<file path="src/rtl/wb_cernbe_bridge_if.sv">
// Bundle of the Wishbone slave side and CERN-BE master side of wb_cernbe_bridge.
// slave modport is the bridge's view; master modport is the view of whatever drives the bridge.
interface wb_cernbe_bridge_if #(
    parameter int ADDR_WIDTH = 3
);
    logic                  wb_cyc_i;
    logic                  wb_stb_i;
    logic                  wb_we_i;
    logic [ADDR_WIDTH-3:0] wb_adr_i;
    logic [31:0]           wb_dat_i;
    logic [31:0]           wb_dat_o;
    logic                  wb_ack_o;
    logic                  wb_err_o;
    logic                  wb_stall_o;

    logic [ADDR_WIDTH-3:0] VMEAddr;
    logic [31:0]           VMEWrData;
    logic                  VMERdMem;
    logic                  VMEWrMem;
    logic [31:0]           VMERdData;
    logic                  VMERdDone;
    logic                  VMEWrDone;

    modport slave (
        input  wb_cyc_i, wb_stb_i, wb_we_i, wb_adr_i, wb_dat_i,
        output wb_dat_o, wb_ack_o, wb_err_o, wb_stall_o,
        output VMEAddr, VMEWrData, VMERdMem, VMEWrMem,
        input  VMERdData, VMERdDone, VMEWrDone
    );

    modport master (
        output wb_cyc_i, wb_stb_i, wb_we_i, wb_adr_i, wb_dat_i,
        input  wb_dat_o, wb_ack_o, wb_err_o, wb_stall_o,
        input  VMEAddr, VMEWrData, VMERdMem, VMEWrMem,
        output VMERdData, VMERdDone, VMEWrDone
    );
endinterface

</file>
<file path="src/rtl/wb_cernbe_bridge.sv">
// Single-outstanding pipelined-Wishbone to CERN-BE memory bus bridge.
// Optional Done timeout enabled by defining WB_CERNBE_BRIDGE_TIMEOUT_EN.
module wb_cernbe_bridge #(
    parameter int ADDR_WIDTH = 3,
    parameter int TIMEOUT    = 255
) (
    input logic               Clk,
    input logic               rst_n,
    wb_cernbe_bridge_if.slave bus
);
    localparam int AW = ADDR_WIDTH - 2;

    if (TIMEOUT < 2) begin : g_bad_timeout
        $error("wb_cernbe_bridge: TIMEOUT must be >= 2");
    end

    typedef enum logic {S_IDLE, S_WAIT} state_t;

    state_t        state_q, state_d;
    logic [AW-1:0] addr_q, addr_d;
    logic [31:0]   wdata_q, wdata_d;
    logic [31:0]   rdata_q, rdata_d;
    logic          dir_q, dir_d;
    logic          abort_q, abort_d;
    logic          rd_q, rd_d;
    logic          wr_q, wr_d;
    logic          ack_q, ack_d;
    logic          err_q, err_d;
    logic          match;
    logic          abort_now;

`ifdef WB_CERNBE_BRIDGE_TIMEOUT_EN
    localparam int CW = $clog2(TIMEOUT + 1);
    logic [CW-1:0] cnt_q, cnt_d;
`endif

    // Only the Done matching the latched direction completes the access.
    assign match     = dir_q ? bus.VMEWrDone : bus.VMERdDone;
    // A dropped cyc in the current WAIT cycle already counts as an abort.
    assign abort_now = abort_q | ~bus.wb_cyc_i;

    always_comb begin
        state_d = state_q;
        addr_d  = addr_q;
        wdata_d = wdata_q;
        rdata_d = rdata_q;
        dir_d   = dir_q;
        abort_d = abort_q;
        rd_d    = 1'b0;
        wr_d    = 1'b0;
        ack_d   = 1'b0;
        err_d   = 1'b0;
`ifdef WB_CERNBE_BRIDGE_TIMEOUT_EN
        cnt_d   = cnt_q;
`endif
        case (state_q)
            S_IDLE: begin
                abort_d = 1'b0;
                if (bus.wb_cyc_i && bus.wb_stb_i) begin
                    addr_d  = bus.wb_adr_i;
                    wdata_d = bus.wb_dat_i;
                    dir_d   = bus.wb_we_i;
                    rd_d    = ~bus.wb_we_i;
                    wr_d    = bus.wb_we_i;
                    state_d = S_WAIT;
`ifdef WB_CERNBE_BRIDGE_TIMEOUT_EN
                    cnt_d   = '0;
`endif
                end
            end
            S_WAIT: begin
                abort_d = abort_now;
                if (match) begin
                    state_d = S_IDLE;
                    abort_d = 1'b0;
                    ack_d   = ~abort_now;
                    if (!dir_q && !abort_now)
                        rdata_d = bus.VMERdData;
                end
`ifdef WB_CERNBE_BRIDGE_TIMEOUT_EN
                else if (cnt_q == CW'(TIMEOUT)) begin
                    state_d = S_IDLE;
                    abort_d = 1'b0;
                    err_d   = ~abort_now;
                    if (!abort_now)
                        rdata_d = '0;
                end else begin
                    cnt_d = cnt_q + 1'b1;
                end
`endif
            end
            default: state_d = S_IDLE;
        endcase
    end

    always_ff @(posedge Clk or negedge rst_n) begin
        if (!rst_n) begin
            state_q <= S_IDLE;
            addr_q  <= '0;
            wdata_q <= '0;
            rdata_q <= '0;
            dir_q   <= 1'b0;
            abort_q <= 1'b0;
            rd_q    <= 1'b0;
            wr_q    <= 1'b0;
            ack_q   <= 1'b0;
            err_q   <= 1'b0;
`ifdef WB_CERNBE_BRIDGE_TIMEOUT_EN
            cnt_q   <= '0;
`endif
        end else begin
            state_q <= state_d;
            addr_q  <= addr_d;
            wdata_q <= wdata_d;
            rdata_q <= rdata_d;
            dir_q   <= dir_d;
            abort_q <= abort_d;
            rd_q    <= rd_d;
            wr_q    <= wr_d;
            ack_q   <= ack_d;
            err_q   <= err_d;
`ifdef WB_CERNBE_BRIDGE_TIMEOUT_EN
            cnt_q   <= cnt_d;
`endif
        end
    end

    assign bus.wb_dat_o   = rdata_q;
    assign bus.wb_ack_o   = ack_q;
    assign bus.wb_err_o   = err_q;
    assign bus.wb_stall_o = (state_q == S_WAIT);
    assign bus.VMEAddr    = addr_q;
    assign bus.VMEWrData  = wdata_q;
    assign bus.VMERdMem   = rd_q;
    assign bus.VMEWrMem   = wr_q;
endmodule
</file>
<file path="src/flat_wrapper.sv">
// flat-port wrapper written by rule: the top's interface ports become plain ports
module wb_cernbe_bridge_flat 
#(
    parameter int ADDR_WIDTH = 3,
    parameter int TIMEOUT    = 255
)
  (Clk, rst_n, bus_wb_cyc_i, bus_wb_stb_i, bus_wb_we_i, bus_wb_adr_i, bus_wb_dat_i, bus_wb_dat_o, bus_wb_ack_o, bus_wb_err_o, bus_wb_stall_o, bus_VMEAddr, bus_VMEWrData, bus_VMERdMem, bus_VMEWrMem, bus_VMERdData, bus_VMERdDone, bus_VMEWrDone);
  wb_cernbe_bridge_if #(.ADDR_WIDTH(ADDR_WIDTH)) bus_i ();
  input logic Clk;
  input logic rst_n;
  input wire logic [$bits(bus_i.wb_cyc_i)-1:0] bus_wb_cyc_i;
  input wire logic [$bits(bus_i.wb_stb_i)-1:0] bus_wb_stb_i;
  input wire logic [$bits(bus_i.wb_we_i)-1:0] bus_wb_we_i;
  input wire logic [$bits(bus_i.wb_adr_i)-1:0] bus_wb_adr_i;
  input wire logic [$bits(bus_i.wb_dat_i)-1:0] bus_wb_dat_i;
  output wire logic [$bits(bus_i.wb_dat_o)-1:0] bus_wb_dat_o;
  output wire logic [$bits(bus_i.wb_ack_o)-1:0] bus_wb_ack_o;
  output wire logic [$bits(bus_i.wb_err_o)-1:0] bus_wb_err_o;
  output wire logic [$bits(bus_i.wb_stall_o)-1:0] bus_wb_stall_o;
  output wire logic [$bits(bus_i.VMEAddr)-1:0] bus_VMEAddr;
  output wire logic [$bits(bus_i.VMEWrData)-1:0] bus_VMEWrData;
  output wire logic [$bits(bus_i.VMERdMem)-1:0] bus_VMERdMem;
  output wire logic [$bits(bus_i.VMEWrMem)-1:0] bus_VMEWrMem;
  input wire logic [$bits(bus_i.VMERdData)-1:0] bus_VMERdData;
  input wire logic [$bits(bus_i.VMERdDone)-1:0] bus_VMERdDone;
  input wire logic [$bits(bus_i.VMEWrDone)-1:0] bus_VMEWrDone;
  assign bus_i.wb_cyc_i = bus_wb_cyc_i;
  assign bus_i.wb_stb_i = bus_wb_stb_i;
  assign bus_i.wb_we_i = bus_wb_we_i;
  assign bus_i.wb_adr_i = bus_wb_adr_i;
  assign bus_i.wb_dat_i = bus_wb_dat_i;
  assign bus_wb_dat_o = bus_i.wb_dat_o;
  assign bus_wb_ack_o = bus_i.wb_ack_o;
  assign bus_wb_err_o = bus_i.wb_err_o;
  assign bus_wb_stall_o = bus_i.wb_stall_o;
  assign bus_VMEAddr = bus_i.VMEAddr;
  assign bus_VMEWrData = bus_i.VMEWrData;
  assign bus_VMERdMem = bus_i.VMERdMem;
  assign bus_VMEWrMem = bus_i.VMEWrMem;
  assign bus_i.VMERdData = bus_VMERdData;
  assign bus_i.VMERdDone = bus_VMERdDone;
  assign bus_i.VMEWrDone = bus_VMEWrDone;
  wb_cernbe_bridge #(.ADDR_WIDTH(ADDR_WIDTH), .TIMEOUT(TIMEOUT)) u_core (.Clk(Clk), .rst_n(rst_n), .bus(bus_i));
endmodule
</file>
<file path="config.mk">
export PLATFORM = sky130hd
export DESIGN_NAME = wb_cernbe_bridge_flat
export DESIGN_NICKNAME = d
export VERILOG_FILES = /design/src/rtl/wb_cernbe_bridge_if.sv /design/src/rtl/wb_cernbe_bridge.sv /design/src/flat_wrapper.sv
export SDC_FILE = /design/constraint.sdc
export NUM_CORES = 1
export LEC_CHECK = 0
export ABC_AREA = 1
export CAP_MARGIN = 10
export CORE_ASPECT_RATIO = 0.6
export CORE_MARGIN = 3
export CORE_UTILIZATION = 41
export CTS_CLUSTER_SIZE = 12
export DETAILED_ROUTE_END_ITERATION = 10
export MAX_ROUTING_LAYER = met4
export PLACE_DENSITY = 0.88
export SETUP_SLACK_MARGIN = 0.1
export SLEW_MARGIN = 20
export SYNTH_ARGS = -nofsm -noshare
export SYNTH_HDL_FRONTEND = slang
export SYNTH_SLANG_ARGS = --single-unit
</file>
<file path="constraint.sdc">
create_clock -name Clk -period 1.2 [get_ports Clk]
set_input_delay 0.24 -clock Clk [delete_from_list [all_inputs] [get_ports Clk]]
set_output_delay 0.24 -clock Clk [all_outputs]
set_load 0.03 [all_outputs]
</file>
==> results.toml, run 1 <==
[critical_path]
path_delay_family = "flip-flops"
cp_num_buf_inv = 1
crit_chain = "nand3b_4, buf_12, nand2_1, o21ai_0"
crit_slowest_cell = "dfrtp_2"
crit_path_end_kind = "flip-flop"
reg2reg_depth = 4
startpoint_type = "flip-flop"
critPathMaxStageDelay_ns = 0.44
worst_ep_required_time_ns = 1.39
criticalPathCategory = "reg -> reg"
cp_num_cells = 4
cp.arrival_ns = 1.38
cp_max_fo = 41

[sta]
max_freq_ghz = 0.8399
period_share_pct = 99.22
holdWs_ns = 0.3748
setup-violations-final = 0
maxSlewViolCount = 0
rsz0062_at_grt = "yes"
fin_worst_skew_ns = 0.008147
min_period_ns = 1.191
timing.final.hold_violations = 0
final.setup.tns_ns = 0

[synthesis]
synth_top_area_share_pct = 59.22
yosysTopAreaCell = "dfrtp_1"
synth-async-reset-ratio_pct = 100.0
synth_compound_area_share_pct = 14.01
yosysWarnings = 0
synth_adder_area_share_pct = 0
synthMuxAreaShare_pct = 0
synthXorXnorAreaFrac_pct = 0
synthCells = 332
syn_area_um2 = 3000
synth_nets = 404
synth_top_family_by_area = "simple AND/OR/NAND/NOR gates"
ys_ff_latch = 71
synth_flop_cell = "dfrtp_1"
seq_area_frac_synth_pct = 59.22
synthTopCellsByArea = "dfrtp_1 59%, nand2_1 13%, inv_1 8.5%"
synth_cell_types = 19
yosys.area_share.simple_pct = 14.76
avgSynthCellArea_um2 = 9.037
synth_edf_count = 0

[die]
die_area_um2 = 8415
initial_core_util_pct = 43.62
coreArea_um2 = 6878
ios = 142
fp.dieW_um = 116.4
die_height_um = 72.27
num_rows = 23

[global_route]
antenna_found_initial = 0
grt_overflow = 0
grt_max_degree = 42
grt_use_total_pct = 20.15
grt_pass1_wl_um = 12810
grt_pass1_vias = 2698

[clock_tree]
cts_tree = "yes"
numCtsBuffers = 9
path_clk_slew_ns = 0.06
root_buffer = "clkbuf_16"
clkLatencyLatePin_ns = 0.32
htreeDepth = 3
cts_sinks = 71
clock_path_buffers = 2

[min_path]
hold_class = "in -> async"

[detailed_routing]
initialDrtViolationCount = 158
drt-total-wl_um = 8567
drc = 0
vias_per_cell = 4.635
vias = 2744
drtPass1Iterations = 4
routedWlPerCell_um = 14.47
ant_nets = 0

[cells_and_area]
n_antenna_cell = 0
area_growth_pct = 78.27
drive_gt1_share_pct = 29.70
fin_area_um2 = 5349
final_nets = 572

[run]
cap_viol_max_count = 0

[power_and_ir_drop]
leakage_uw = 0.002720
power_density_nw_per_um2 = 2534
peakVddDrop_mv = 1.508

[outcome]
status = "finished, final reports clean"

[placed_design]
portBuffers = 140
placed_area_um2 = 4388
dp_hpwl_um = 5493
place_congestion = 0.7776
[final cells by class]
class / count / area [µm²]
sequential: 71 / 1778
multi-input combinational: 176 / 997.2
clock inverter: 5 / 80.08
tap: 87 / 108.9
fill: 439 / 1529
inverter: 68 / 255.2
timing repair buffer: 174 / 1877
clock buffer: 11 / 252.7
[cell usage after synthesis, types with 2 or more instances]
master and instances:
o21ai_0 21, clkbuf_1 2, nand2_1 100, o21ai_1 13, o21bai_1 32, dfrtp_1 71
buf_1 2, nor2_1 2, buf_6 3, a21oi_1 2, buf_2 9, inv_1 68
[kinds of logic (layout without fill, tap and decap cells)]
family,after synthesis,after routing
flip-flops,71,71
other,1,1
AO/OA/AOI/OAI,68,68
AND/OR/NAND/NOR,107,107
buffers and inverters,85,258
[sequential cells by signal (all words and copies together) (netlist names)]
signal / count
u_core.bus.VMEAddr: 1
u_core.bus.VMEWrMem: 1
u_core.bus.wb_stall_o: 1
u_core.bus.wb_ack_o: 1
u_core.bus.VMEWrData: 32
u_core.abort_q: 1
u_core.dir_q: 1
u_core.bus.wb_dat_o: 32
u_core.bus.VMERdMem: 1
[worst register-to-register path, stage by stage, from the launching register on]
cell,delay (ns)
dfrtp_2,0.44
nand3b_4,0.24
buf_12,0.22
nand2_1,0.08
o21ai_0,0.09
[timing repair]
| item | in CTS | in global routing |
|---|---|---|
| hold buffers | 1 | 0 |
| cloned | 0 | 2 |
| endpoints found under the hold margin | 24 | 0 |
| gates resized for setup | 69 | 49 |
| endpoints found under the setup margin | 107 | 129 |
| setup buffers | 8 | 16 |
| pin swaps | 0 | 7 |
[worst paths after layout]
kind | from | end | slack (ns)
max | u_core.bus.wb_stall_o | u_core.bus.VMEWrData[18] | 0.009
min | rst_n | u_core.bus.VMEAddr | 0.37
max reg2reg | u_core.bus.wb_stall_o | u_core.bus.VMEWrData[18] | 0.009
min reg2reg | u_core.dir_q | u_core.dir_q | 0.52
max in group asynchronous | rst_n | u_core.bus.wb_dat_o[31] | 0.36
min in group Clk | bus_wb_cyc_i | u_core.abort_q | 0.38
[per-layer routing]
layer  track usage [%]  routed length, µm  share of wire (%)  vias to the layer above
met3             5.667                557                6.5                        4
met2             32.76               4333                 51                      107
li1                  -                  -                  -                     1334
met5                 -                  0                  0                        -
met1             25.65               3642                 43                     1299
met4             3.861                 33               0.39                        0
[power by group]
part           switching (µW)  internal, µW
clock network             996          1930
logic                    3390          3130
registers                 781          3330
[metrics by stage]
stage                     cells  power (µW)  setup slack [ns]  util, %
final                       592       13560          0.009351    77.77
after global routing        592       14280          -0.06760    77.77
after CTS                   574       13030           0.05697    73.35
after detailed placement    549        9182           -0.3164    63.80
after global placement      549        9038           -0.2671    63.80
after floorplan             332        6946           0.09728        -
[placed cells by master, fill, tap and decap left out, drive strengths merged]
master and count:
buf 101, bufinv 2, nor2 3, nand3 2, a21oi 2, inv 68, o21bai 32, dfrtp 71
dlygate4sd3 1, clkbuf 13, clkinvlp 2, conb 1, nand3b 1, clkdlybuf4s50 69, o21ai 34, clkinv 1
nand2 101, dlygate4sd2 1
Power figures use the tool's default switching activity.
==> run 2: changes to the inputs <==
- CORE_MARGIN: 3 -> not set
- CORE_UTILIZATION: 41 -> 24
- CTS_BUF_LIST: not set -> sky130_fd_sc_hd__clkbuf_4 sky130_fd_sc_hd__clkbuf_8
- PLACE_DENSITY: 0.88 -> 0.6
==> results.toml, run 2 (synthesis results as in run 1) <==
[outcome]
status = "finished, final reports clean"

[clock_tree]
cts_tree = "yes"
root_buffer = "clkbuf_8"
path_clk_slew_ns = 0.07
htreeDepth = 3
cts_sinks = 71
clock_path_buffers = 2
clkLatencyLatePin_ns = 0.34
numCtsBuffers = 9

[cells_and_area]
n_antenna_cell = 0
drive_gt1_share_pct = 32.02
area_growth_pct = 80.15
final_cell_mix = "70 x dfrtp_1, 69 x nand2_1, 69 x clkdlybuf4s50_1, 69 x buf_6, 66 x inv_1"
final_nets = 575
layout_commonest_cell = "dfrtp_1"
n_fill_cell = 1183

[die]
coreArea_um2 = 12100
die_area_um2 = 12970
die_height_um = 88.61
fp.dieW_um = 146.3
initial_core_util_pct = 24.79
ios = 142
num_rows = 31

[placed_design]
dp_hpwl_um = 5490
place_congestion = 0.7350
portBuffers = 140

[sta]
min_period_ns = 1.184
timing.final.hold_violations = 0
final.setup.tns_ns = 0
holdWs_ns = 0.3734
maxSlewViolCount = 0
rsz0062_at_grt = "yes"
fin_worst_skew_ns = 0.009147
setup-violations-final = 0
period_share_pct = 98.63
max_freq_ghz = 0.8449

[power_and_ir_drop]
power_uw = 12480
peakVddDrop_mv = 1.150
power_density_nw_per_um2 = 2308
leakage_uw = 0.002723

[global_route]
grt_pass1_vias = 2567
antenna_found_initial = 0
grt_max_degree = 72
grt_overflow = 0
grt_use_total_pct = 13.92
grt_pass1_wl_um = 13210

[critical_path]
crit_slowest_cell = "dfrtp_1"
criticalPathCategory = "reg -> reg"
cp_num_buf_inv = 3
path_delay_family = "flip-flops"
cp.arrival_ns = 1.46
startpoint = "u_core.dir_q"
startpoint_type = "flip-flop"
cp_max_fo = 8
worst_ep_required_time_ns = 1.47
critPathMaxStageDelay_ns = 0.39
crit_chain = "inv_2, nand2_4, nor2_4, buf_6, buf_16, nand2_2, nand2_1"
timing.rr.start = "u_core.dir_q"
crit_path_end_kind = "flip-flop"

[detailed_routing]
drc = 0
drt-total-wl_um = 8626
initialDrtViolationCount = 102
vias = 2676
ant_nets = 0
routedWlPerCell_um = 12.86
vias_per_cell = 3.988
drtPass1Iterations = 4

[min_path]
min_from = "bus_wb_cyc_i"
hold_class = "in -> reg"

[run]
cap_viol_max_count = 0
-- run 2: timing repair --
item	in CTS	in global routing
pin swaps	7	4
endpoints found under the hold margin	71	0
gates cloned	3	1
hold buffers	1	0
buffers inserted	12	13
gates resized for setup	87	45
endpoints found under the setup margin	103	126
-- run 2: per-layer routing --
layer | global-route usage (%) | part of all wire [%]
met5 | - | 0
met1 | 19.32 | 51
met4 | 3.977 | 0.86
met2 | 19.18 | 43
met3 | 4.381 | 5.1
-- run 2: worst paths after layout --
| check | slack (ns) | cells after the start | end |
|---|---|---|---|
| setup / recovery | 0.02 | 7 | u_core.bus.wb_dat_o[1] |
| hold / removal | 0.37 | 2 | u_core.abort_q |
| setup reg to reg | 0.02 | 7 | u_core.bus.wb_dat_o[1] |
| hold reg to reg | 0.51 | 2 | u_core.bus.VMEWrData[4] |
| max in group asynchronous | 0.44 | 3 | u_core.bus.wb_stall_o |
| min in group asynchronous | 0.44 | 3 | u_core.bus.wb_dat_o[22] |
-- run 2: report_power, final --
part | switching (µW) | internal, µW
logic | 3390 | 3200
registers | 747 | 3320
clock network | 840 | 979
total | 4980 | 7500
-- run 2: final cells by class --
cell class,count,area [µm²],share of cell area [%]
well taps,165,206.4,3.819
inverters,68,255.2,4.722
repair buffers,177,1967,36.39
multi-input cells,176,1012,18.73
clock buffers,14,186.4,3.449
flip-flops and latches,71,1778,32.89
-- run 2: through the flow --
| step | area, µm² | cells | setup WS [ns] | util (%) |
|---|---|---|---|---|
| after detailed placement | 4498 | 627 | -0.3239 | 37.17 |
| after global routing | 5405 | 671 | -0.03207 | 44.67 |
| after global placement | 4498 | 627 | -0.2755 | 37.17 |
| final | 5405 | 671 | 0.01642 | 44.67 |
| after CTS | 5145 | 657 | -0.0002852 | 42.51 |
| after floorplan | 3007 | 332 | 0.09728 | - |
